[config.mk]
export PLATFORM = sky130hd
export DESIGN_NAME = stream_accumulator_flat
export DESIGN_NICKNAME = d
export VERILOG_FILES = /design/src/rtl/stream_accumulator_if.sv /design/src/rtl/stream_accumulator.sv /design/src/flat_wrapper.sv
export SDC_FILE = /design/constraint.sdc
export NUM_CORES = 1
export LEC_CHECK = 0
export ABC_AREA = 1
export CAP_MARGIN = 10
export CORE_ASPECT_RATIO = 1.1
export CORE_UTILIZATION = 54
export CTS_BUF_LIST = sky130_fd_sc_hd__clkbuf_8
export DETAILED_ROUTE_END_ITERATION = 10
export HOLD_SLACK_MARGIN = 0.02
export PLACE_DENSITY = 0.82
export REMOVE_ABC_BUFFERS = 1
export SYNTH_ARGS = -nofsm -noshare
export SYNTH_HDL_FRONTEND = slang
export SYNTH_SLANG_ARGS = --single-unit
[constraint.sdc]
create_clock -name clk -period 2.2 [get_ports clk]
set_input_delay 0.22 -clock clk [delete_from_list [all_inputs] [get_ports clk]]
set_output_delay 0.22 -clock clk [all_outputs]
set_load 0.05 [all_outputs]
[src/rtl/stream_accumulator_if.sv]
// Stream bundle for the block accumulator: an operand stream in and a
// widened result stream out. The environment (producer and consumer) drives
// through the master modport; the accumulator connects through the slave one.
interface stream_accumulator_if #(
  parameter int WIDTH     = 8,
  parameter int OUT_WIDTH = 10
);
  logic                 in_valid;
  logic                 in_ready;
  logic [WIDTH-1:0]     in_data;
  logic                 out_valid;
  logic                 out_ready;
  logic [OUT_WIDTH-1:0] out_data;

  modport master (
    output in_valid,
    output in_data,
    output out_ready,
    input  in_ready,
    input  out_valid,
    input  out_data
  );

  modport slave (
    input  in_valid,
    input  in_data,
    input  out_ready,
    output in_ready,
    output out_valid,
    output out_data
  );
endinterface

[src/rtl/stream_accumulator.sv]
// Unsigned block accumulator: sums every COUNT accepted operands into one
// width-grown result held in a single-entry output register. Full throughput
// is kept by loading a new result in the same cycle the old one drains.
module stream_accumulator #(
  parameter int  WIDTH     = 8,
  parameter int  COUNT     = 4,
  localparam int OUT_WIDTH = WIDTH + $clog2(COUNT)
) (
  input logic                 clk,
  input logic                 rst_n,
  stream_accumulator_if.slave bus
);

  // COUNT == 1 still gets a 1-bit counter; it simply stays at zero.
  localparam int              CNT_W    = (COUNT > 1) ? $clog2(COUNT) : 1;
  localparam logic [CNT_W-1:0] CNT_LAST = CNT_W'(COUNT - 1);

  logic [OUT_WIDTH-1:0] acc_q, acc_d;
  logic [OUT_WIDTH-1:0] out_data_q, out_data_d;
  logic [OUT_WIDTH-1:0] operand;
  logic [CNT_W-1:0]     cnt_q, cnt_d;
  logic                 out_valid_q, out_valid_d;
  logic                 is_last;
  logic                 in_ready;
  logic                 in_fire;
  logic                 out_fire;

  assign operand  = OUT_WIDTH'(bus.in_data);
  assign is_last  = (cnt_q == CNT_LAST);
  // Only the block-completing operand needs the output slot, so only it
  // can be held off; the out_ready term makes drain-and-refill a single cycle.
  assign in_ready = !(is_last && out_valid_q && !bus.out_ready);
  assign in_fire  = bus.in_valid && in_ready;
  assign out_fire = out_valid_q && bus.out_ready;

  // Next-state: running sum, block position and the output slot.
  always_comb begin
    acc_d       = acc_q;
    cnt_d       = cnt_q;
    out_data_d  = out_data_q;
    out_valid_d = out_valid_q;

    if (out_fire) begin
      out_valid_d = 1'b0;
    end

    if (in_fire) begin
      if (is_last) begin
        out_data_d  = acc_q + operand;
        out_valid_d = 1'b1;
        acc_d       = '0;
        cnt_d       = '0;
      end else begin
        acc_d = acc_q + operand;
        cnt_d = cnt_q + CNT_W'(1);
      end
    end
  end

  // State registers; reset drops any partial block and any pending result.
  always_ff @(posedge clk or negedge rst_n) begin
    if (!rst_n) begin
      acc_q       <= '0;
      cnt_q       <= '0;
      out_data_q  <= '0;
      out_valid_q <= 1'b0;
    end else begin
      acc_q       <= acc_d;
      cnt_q       <= cnt_d;
      out_data_q  <= out_data_d;
      out_valid_q <= out_valid_d;
    end
  end

  assign bus.in_ready  = in_ready;
  assign bus.out_valid = out_valid_q;
  assign bus.out_data  = out_data_q;

  // A stalled result must stay put until the consumer takes it.
  a_stall_stable : assert property (
    @(posedge clk) disable iff (!rst_n)
    (out_valid_q && !bus.out_ready) |=> (out_valid_q && $stable(out_data_q))
  );

  // Backpressure only ever appears at a block boundary.
  a_ready_only_at_last : assert property (
    @(posedge clk) disable iff (!rst_n)
    !in_ready |-> is_last
  );

endmodule

[src/flat_wrapper.sv]
// flat-port wrapper written by rule: the top's interface ports become plain ports
module stream_accumulator_flat 
#(
  parameter int  WIDTH     = 8,
  parameter int  COUNT     = 4,
  localparam int OUT_WIDTH = WIDTH + $clog2(COUNT)
)
  (clk, rst_n, bus_in_valid, bus_in_data, bus_out_ready, bus_in_ready, bus_out_valid, bus_out_data);
  stream_accumulator_if #(.WIDTH(WIDTH), .OUT_WIDTH(10)) bus_i ();
  input logic clk;
  input logic rst_n;
  input wire logic [$bits(bus_i.in_valid)-1:0] bus_in_valid;
  input wire logic [$bits(bus_i.in_data)-1:0] bus_in_data;
  input wire logic [$bits(bus_i.out_ready)-1:0] bus_out_ready;
  output wire logic [$bits(bus_i.in_ready)-1:0] bus_in_ready;
  output wire logic [$bits(bus_i.out_valid)-1:0] bus_out_valid;
  output wire logic [$bits(bus_i.out_data)-1:0] bus_out_data;
  assign bus_i.in_valid = bus_in_valid;
  assign bus_i.in_data = bus_in_data;
  assign bus_i.out_ready = bus_out_ready;
  assign bus_in_ready = bus_i.in_ready;
  assign bus_out_valid = bus_i.out_valid;
  assign bus_out_data = bus_i.out_data;
  stream_accumulator #(.WIDTH(WIDTH), .COUNT(COUNT)) u_core (.clk(clk), .rst_n(rst_n), .bus(bus_i));
endmodule
==> impl_metrics.toml <==
[power_and_ir_drop]
p_per_area_mw_per_mm2 = 1490
power.total_mw = 2.406
peakVddDrop_uv = 1041
p_leak_nw = 0.8282

[worst_setup_path]
endpoint_kind = "flip-flop"
start_kind = "primary input"
path_max_fanout = 3
crit_required_ps = 2370
cp_data_arrival_time_ps = 1930
critical_path_class = "primary input to flip-flop"
crit_start = "bus_in_data[0]"
r2r-start = "u_core.acc_q[0]"

[clock_network]
post_cts_resized = 0
cts_tree = "done"
cts_hold_buf = 0
cts_setup_buffers = 0
clkTransAtPathRegs_ps = 80
cts_made_buffers = 3
clk-insertion-delay-late_ps = 270
numClockSinks = 23
cts_buffer_depth = 2
htreeDepth = 1
root_buffer = "clkbuf_8"

[floorplan]
start_util = 0.5792
row_count = 18
die_height_um = 53.81
die_w_um = 49.10
core_area_mm2 = 0.002275
ioPinCount = 24
die_area_mm2 = 0.002642

[sta]
hold-worst-slack_ps = 306.5
setup_viol = 0
fin_tns_setup_ps = 0
final.min_clock_period_ps = 1766
rsz0062_at_grt = "no"
hold_viol_final = 0
fin_crit_sh = 0.8027
final_max_slew_viol_count = 0
finalWorstSetupSlack_ps = 434.0
fmax_mhz = 566.3
slew_headroom = 0.6618
tightestPinTransition_ps = 505.7
fin_skew_ps = 4.818

[cells_and_area]
syn_to_final_growth_pct = 22.60
fin_nets = 212
n_antenna_cell = 0
drive_above_1_share = 0.07937
fillers = 189

[synth]
ys_types = 25
netlist_instances = 163
synthArstFlopShare = 1.000
synthMuxAreaShare = 0
syn_area_mm2 = 0.001318
synth_top_area_cell = "dfrtp_1"
synthAdderAreaFrac = 0.1007
ys_warn_count = 0
synth_area_leaders = "dfrtp_1 (44%), nand2_1 (17%), ha_1 (8.5%), nand3_1 (5.7%), inv_1 (3.4%)"
ys_seq_area_frac = 0.4368
synth_compound_area_frac = 0.08547
synth_top_family_by_area = "simple AND/OR/NAND/NOR gates"
netlist_top_cells_count = "nand2_1 (61), dfrtp_1 (23), nand3_1 (15), inv_1 (12), ha_1 (9)"
yosys_most_used_dff = "dfrtp_1"
yosysMostFrequentCell = "nand2_1"
synth.avg_cell_area_um2 = 8.083
synth-edff-count = 0
ys_seq_elements = 23
synth.top_cell.area_share = 0.4368
synth_simple_gate_area_frac = 0.2991
synth-xor-area-share = 0.01994

[global_route]
grt_max_degree = 24
grt_usage = 0.2414
grt_pass1_vias = 1094
grt_pass1_wl_um = 4726
grt.overflow.total = 0
antenna_found_initial = 0

[detailed_routing]
drc_errors = 0
via_per_inst = 5.342
drt-total-wl_um = 2854
antenna_left = 0
firstDrtPassIters = 4
wl_per_cell_um = 13.03
drt_iter0_drc = 29
vias = 1170

[place]
dp.final_hpwl_um = 2088
dp_slack_ps = 173.2
gp_congestion = 0.8727
port_buffers = 23

[outcome]
status = "finished clean"

[flow_run]
cap_violations = 0

[worst_hold_path]
hold_class = "primary input to asynchronous set/reset pin"
## worst paths after layout
path,depth (start not counted),endpoint,slack (ps)
min reg2reg,2,u_core.bus.out_data[9],490
min in group clk,2,u_core.bus.out_data[9],490
max,10,u_core.bus.out_data[8],430
max reg2reg,9,u_core.bus.out_data[8],490
min,2,u_core.acc_q[5],310
max in group asynchronous,2,u_core.bus.out_data[2],1650
## per-stage QoR
stage,util,cells,cell area (um^2)
finish,0.7101,219,1615
global route,0.7101,219,1615
CTS,0.7101,219,1615
detailed placement,0.6903,215,1570
global placement,0.6903,215,1570
floorplan,-,161,1297
## critical path, cell delays in order
cell	delay, ps
clkdlybuf4s50_1	460
ha_1	180
inv_1	60
fa_1	420
o21ai_2	230
nand2_1	100
nand2_1	80
nand2_1	60
nand3_1	70
nand2_1	50
## final cells by class
| class | count | area, um^2 | area share |
|---|---|---|---|
| clock buffers | 3 | 41.29 | 0.02556 |
| clock inverters | 1 | 3.754 | 0.002324 |
| inverters | 15 | 56.30 | 0.03486 |
| multi-input cells | 123 | 665.6 | 0.4121 |
| flip-flops and latches | 23 | 575.6 | 0.3563 |
| well taps | 30 | 37.54 | 0.02324 |
| repair buffers | 24 | 235.2 | 0.1456 |
## layer usage
metal	vias to the layer above	wire length [um]	part of all wire	global-route usage
met4	0	45	0.016	0.08824
met3	7	98	0.034	0.02825
met2	29	1488	0.52	0.4612
met1	556	1222	0.43	0.2806
li1	578	-	-	-
met5	-	0	0	0
## cells by family (layout without fill, tap and decap cells)
family | count (synthesis) | after routing
compound gates | 19 | 19
buf+inv | 17 | 43
xor+xnor | 3 | 3
fa+ha+maj | 10 | 10
flops | 23 | 23
simple gates | 91 | 91
## layout by cell type, fill, tap and decap left out, types with 7 or more instances in the layout
cell type	instances
nand3_1	15
nand2_1	61
nor2_1	7
inv_1	13
o21ai_1	7
ha_1	9
clkdlybuf4s50_1	22
dfrtp_1	23
## state kept, by name, summed over array words and instances, names as in the netlist
register and cells:
u_core.bus.out_valid 1, u_core.cnt_q 2, u_core.bus.out_data 10, u_core.acc_q 10
## power breakdown
part           internal, mW  switching (mW)  total [mW]
clock network         0.125           0.137       0.262
logic                 0.507           0.904        1.41
registers             0.616           0.117       0.733
(Power assumes the default switching activity.)
